## src/rtl/chip_discriminator.sv

```systemverilog
// chip_discriminator: cross-product FM discriminator on filtered I/Q pairs,
// followed by an early/late corrected integrate-and-dump that emits one hard
// O-QPSK/MSK chip decision per chip period.
module chip_discriminator #(
   parameter int OSR = 4            // samples per chip: 2, 4 or 8
) (
   input  logic        clk,
   input  logic        resetn,
   input  logic        in_valid,
   input  logic [4:0]  i_in,
   input  logic [4:0]  q_in,
   output logic [10:0] disc_out,
   output logic        disc_valid,
   output logic        chip_out,
   output logic        chip_valid
);

   // cnt must hold 0..OSR (e+1 never exceeds OSR-1, but leave headroom)
   localparam int CW = $clog2(OSR) + 1;

   typedef enum logic {FILL, RUN} state_t;

   state_t             state;
   logic signed [4:0]  i_s, q_s;
   logic signed [4:0]  ip, qp;          // previous sample pair
   logic signed [9:0]  prod_a, prod_b;  // Q*Ip and I*Qp
   logic               p1_valid;
   logic signed [10:0] d_next;

   logic signed [13:0] acc;
   logic [CW-1:0]      cnt;
   logic               corr;            // a correction was already spent this chip
   logic               last_sign;
   logic               last_ok;         // d_last holds a real value

   logic               d_sign;
   logic               tr;
   logic               hold_win, adv_win;
   logic               hold, adv;
   logic [CW-1:0]      e;
   logic               dump;
   logic signed [13:0] d_ext;
   logic signed [13:0] acc_sum;

   assign i_s = i_in;
   assign q_s = q_in;

   // Control FSM and P1: first sample only primes Ip/Qp, then every sample
   // registers both cross products and becomes the new previous sample.
   always_ff @(posedge clk or negedge resetn) begin
      if (!resetn) begin
         state    <= FILL;
         ip       <= '0;
         qp       <= '0;
         prod_a   <= '0;
         prod_b   <= '0;
         p1_valid <= 1'b0;
      end else begin
         p1_valid <= 1'b0;
         if (in_valid) begin
            ip <= i_s;
            qp <= q_s;
            if (state == FILL) begin
               state <= RUN;
            end else begin
               prod_a   <= q_s * ip;
               prod_b   <= i_s * qp;
               p1_valid <= 1'b1;
            end
         end
      end
   end

   // 11 bits hold the full -496..496 range, so the difference never wraps
   assign d_next = {prod_a[9], prod_a} - {prod_b[9], prod_b};

   // P2: register the discriminator value; disc_out holds between strobes
   always_ff @(posedge clk or negedge resetn) begin
      if (!resetn) begin
         disc_out   <= '0;
         disc_valid <= 1'b0;
      end else begin
         disc_valid <= p1_valid;
         if (p1_valid)
            disc_out <= d_next;
      end
   end

   // Timing-error detection and early/late window decode on the current d
   always_comb begin
      d_sign   = disc_out[10];
      tr       = last_ok && (d_sign != last_sign);
      hold_win = (cnt >= CW'(1)) && (cnt <= CW'(OSR/2 - 1));
      adv_win  = (cnt >= CW'(OSR/2)) && (cnt <= CW'(OSR - 2));
      hold     = tr && !corr && hold_win;
      adv      = tr && !corr && adv_win;
      e        = cnt;
      if (hold)
         e = cnt - CW'(1);
      else if (adv)
         e = cnt + CW'(1);
      dump     = (e == CW'(OSR - 1));
      d_ext    = {{3{disc_out[10]}}, disc_out};
      acc_sum  = acc + d_ext;
   end

   // Integrate-and-dump with at most one timing correction per chip
   always_ff @(posedge clk or negedge resetn) begin
      if (!resetn) begin
         acc        <= '0;
         cnt        <= '0;
         corr       <= 1'b0;
         last_sign  <= 1'b0;
         last_ok    <= 1'b0;
         chip_out   <= 1'b0;
         chip_valid <= 1'b0;
      end else begin
         chip_valid <= 1'b0;
         if (disc_valid) begin
            last_sign <= d_sign;
            last_ok   <= 1'b1;
            if (hold || adv)
               corr <= 1'b1;
            if (dump) begin
               chip_out   <= ~acc_sum[13];
               chip_valid <= 1'b1;
               acc        <= '0;
               corr       <= 1'b0;
               cnt        <= '0;
            end else begin
               acc <= acc_sum;
               cnt <= e + CW'(1);
            end
         end
      end
   end

endmodule

```

## config.mk

```make
export PLATFORM = sky130hd
export DESIGN_NAME = chip_discriminator
export DESIGN_NICKNAME = d
export VERILOG_FILES = /design/src/rtl/chip_discriminator.sv
export SDC_FILE = /design/constraint.sdc
export NUM_CORES = 1
export LEC_CHECK = 0
export BUFFER_PORTS_ARGS = -buffer_cell sky130_fd_sc_hd__buf_2
export CAP_MARGIN = 20
export CORE_MARGIN = 2
export CORE_UTILIZATION = 25
export DETAILED_ROUTE_END_ITERATION = 7
export PLACE_DENSITY = 0.49
export SYNTH_ARGS = -nofsm -noshare
export SYNTH_HDL_FRONTEND = slang
export SYNTH_SLANG_ARGS = --single-unit
export TNS_END_PERCENT = 30
```

## constraint.sdc

```tcl
create_clock -name clk -period 9.8 [get_ports clk]
set_input_delay 0.98 -clock clk [delete_from_list [all_inputs] [get_ports clk]]
set_output_delay 0.98 -clock clk [all_outputs]
set_load 0.02 [all_outputs]
```

==> impl_metrics.tcl <==
set metrics [dict create \
    clock-sinks 66 \
    p_per_area_mw_per_mm2 305.9 \
    portBuffers 26 \
    ir_worst_vdd_v 0.0001015 \
    finalNonFillerCells 865 \
    dp_hpwl_um 8340 \
    yosys.area_share.simple_pct 13.53 \
    coreArea_sq_mm 0.02115 \
    firstDrtPassIters 4 \
    ys.flop_type "dfrtp_1" \
    num_rows 53 \
    final_nets 693 \
    area_growth_pct 13.51 \
    cts_tree "done" \
    track_usage_pct 10.15 \
    n_antenna_cell 0 \
    synth_compound_gate_area_share_pct 14.91 \
    cts_setup_buffers 0 \
    grt.overflow.total 0 \
    maxCapViolCount 0 \
    synth_xor_area_share_pct 5.417 \
    status "finished clean" \
    synth-async-reset-ratio_pct 100.0 \
    num_io_pins 27 \
    finalSetupViolations 0 \
    synth-adder-area-share_pct 26.65 \
    ys_ff_latch 66 \
    fin_crit_ns 3.895 \
    synth_nets 664 \
    cts_made_buffers 9 \
    dp_cells 850 \
    busiest_layer "met2" \
    hp-class "flip-flop to flip-flop" \
    grt_max_degree 67 \
    syn-cell-area_sq_mm 0.005428 \
    cts-root-buf "clkbuf_16" \
    postRouteAntennaNets 0 \
    htree_num_levels 3 \
    worst_pin_slew_ns 0.8846 \
    drive_gt1_share_pct 10.85 \
    grt_use_met2_pct 15.32 \
    clk_pin_slew_worst_paths_ns 0.05 \
    syn_inst 557 \
    cp.arrival_ns 4.07 \
    antenna_found_initial 0 \
    vias 3725 \
    grt_setup_unrepaired "false" \
    post_cts_resized 0 \
    met3_usage_pct 2.831 \
    synth-seq-area-share_pct 30.43 \
    synth_top_family_by_area "adder cells" \
    startpoint_type "primary input" \
    yosys_warnings 0 \
    relSlewSlack_pct 41.03 \
    die_h_um 151.3 \
    num-fill-cells 2232 \
    grt_pass1_wl_um 18250 \
    gp_congestion 0.7644 \
    yosysUniqueCellTypes 53 \
    hold_viol 0 \
    die-area_sq_mm 0.02291 \
    wirelength_um 10700 \
    crit_fanout 6 \
    period_share_pct 39.74 \
    syn_area_per_cell_sq_um 9.745 \
    finalSetupTns_ns 0 \
    critPathCaptureType "flip-flop" \
    drtIter0Drc 106 \
    leakage_uw 0.002842 \
    cts_hold_buf 0 \
    drc 0 \
    worstPathRequired_ns 9.98 \
    post_drt_via_cell_ratio 4.306 \
    start_util_pct 25.66 \
    skew_ns 0.01052 \
    critPathKind "primary input to flip-flop" \
    synthMuxAreaShare_pct 3.504 \
    routedWlPerCell_um 12.37 \
    cts_buffer_depth 2 \
    die_w_um 151.3 \
    max_clock_freq_mhz 256.8 \
    grt_pass1_vias 3708 \
    synth-edff-count 0 \
    use_met1_pct 14.15 \
    drv_slew 0 \
    clk_latency_ns 0.34 \
]
-- layer usage --
layer  part of all wire (%)  routed length, um  vias up
met5                      0                  0        -
met3                    4.5                481        9
li1                       -                  -     1942
met1                     51               5506     1723
met2                     43               4587       51
met4                    1.2                124        0
-- layout make-up --
class | instances | area (sq um) | area share [%]
Sequential cell | 66 | 1652 | 26.81
Tap cell | 275 | 344.1 | 5.585
Clock inverter | 3 | 40.04 | 0.6499
Multi-Input combinational cell | 411 | 3475 | 56.40
Clock buffer | 12 | 246.5 | 4.001
Timing Repair Buffer | 27 | 137.6 | 2.234
Inverter | 71 | 266.5 | 4.326
-- Yosys cell counts, types with 7 or more instances --
cell type,count,area [sq um]
and2_1,28,175.2
nor3_1,7,35.03
fa_1,36,720.7
dfrtp_1,66,1652
nor2b_1,7,43.79
mux2_2,16,180.2
xor2_1,9,78.83
nor2_1,26,97.59
a21oi_1,30,150.1
o21a_1,11,82.58
nand2_1,49,183.9
xnor2_1,22,192.7
inv_1,70,262.8
a22o_1,9,78.83
ha_1,58,725.7
clkbuf_1,7,26.28
nand2b_1,8,50.05
o21ai_0,26,130.1
o21ai_1,8,40.04
-- state kept, by name (all words and copies together) (netlist names) --
register    cells
qp              5
corr            1
ip              5
last_ok         1
state           1
prod_a         10
prod_b         10
acc            14
chip_out        1
p1_valid        1
last_sign       1
disc_out       11
disc_valid      1
cnt             3
chip_valid      1
-- placed cells by master, fill, tap and decap left out, types with 3 or more instances in the layout --
master,netlist,layout
a22o_1,9,9
and2_1,28,28
mux2_2,16,16
nor2b_1,7,7
a21o_1,5,5
nand4_1,5,5
nand2b_1,8,8
nand2_1,49,49
ha_1,58,58
clkbuf_16,0,9
o21ai_1,8,8
nand3_1,3,3
o21ai_0,26,26
nand3b_1,5,5
o21a_1,11,11
a221o_1,3,3
o21bai_1,5,5
a21oi_1,30,30
fa_1,36,36
dfrtp_1,66,66
o31ai_1,4,4
nor2_1,26,26
buf_2,1,26
xnor2_1,22,22
inv_1,70,70
nor3_1,7,7
xor2_1,9,9
-- power by group --
part	internal [uW]	leakage (uW)	switching (uW)	total, uW
logic	501	0.00190	607	1110
registers	377	0.000797	79.9	457
clock network	202	0.000142	117	319
-- cell families after synthesis --
| group | count (synthesis) |
|---|---|
| buffers and inverters | 80 |
| muxes | 17 |
| AOI/OAI and AO/OA | 121 |
| xor gates and xnor gates | 32 |
| adders and majority gates | 94 |
| and+or+nand+nor | 147 |
| DFF | 66 |
-- per-stage QoR --
step           area (sq um)  util, %  hold slack, ns  worst slack [ns]  power (uW)
2_1_floorplan          5428        -          0.3793             5.822        1345
3_3_place_gp           5874    27.77          0.4537             5.565        1585
3_5_place_dp           5874    27.77          0.4578             5.538        1584
4_1_cts                6161    29.12          0.4714             5.885        1917
5_1_grt                6161    29.12          0.4794             5.670        2085
6_report               6161    29.12          0.4665             5.905        1885
-- worst max-delay path: stages --
cell,delay [ns]
buf_2,0.13
nand2b_1,0.16
fa_1,0.51
fa_1,0.54
inv_1,0.05
fa_1,0.52
ha_1,0.31
a21o_1,0.17
a21oi_1,0.21
o21bai_1,0.09
a21oi_1,0.17
xor2_1,0.15
o21ai_0,0.08
-- worst paths after layout --
kind                       cells past startpoint                 from                     to  slack, ns
max                                           13              q_in[0]  prod_a[8]$_DFFE_PN0P_       5.91
min                                            1  last_ok$_DFFE_PN0P_    last_ok$_DFFE_PN0P_       0.47
max reg2reg                                   12    qp[4]$_DFFE_PN0P_  prod_b[8]$_DFFE_PN0P_       6.27
min reg2reg                                    1  last_ok$_DFFE_PN0P_    last_ok$_DFFE_PN0P_       0.47
max in group asynchronous                      2               resetn      ip[2]$_DFFE_PN0P_       8.37
min in group asynchronous                      2               resetn    acc[10]$_DFFE_PN0P_       0.82
(Power assumes the default switching activity.)
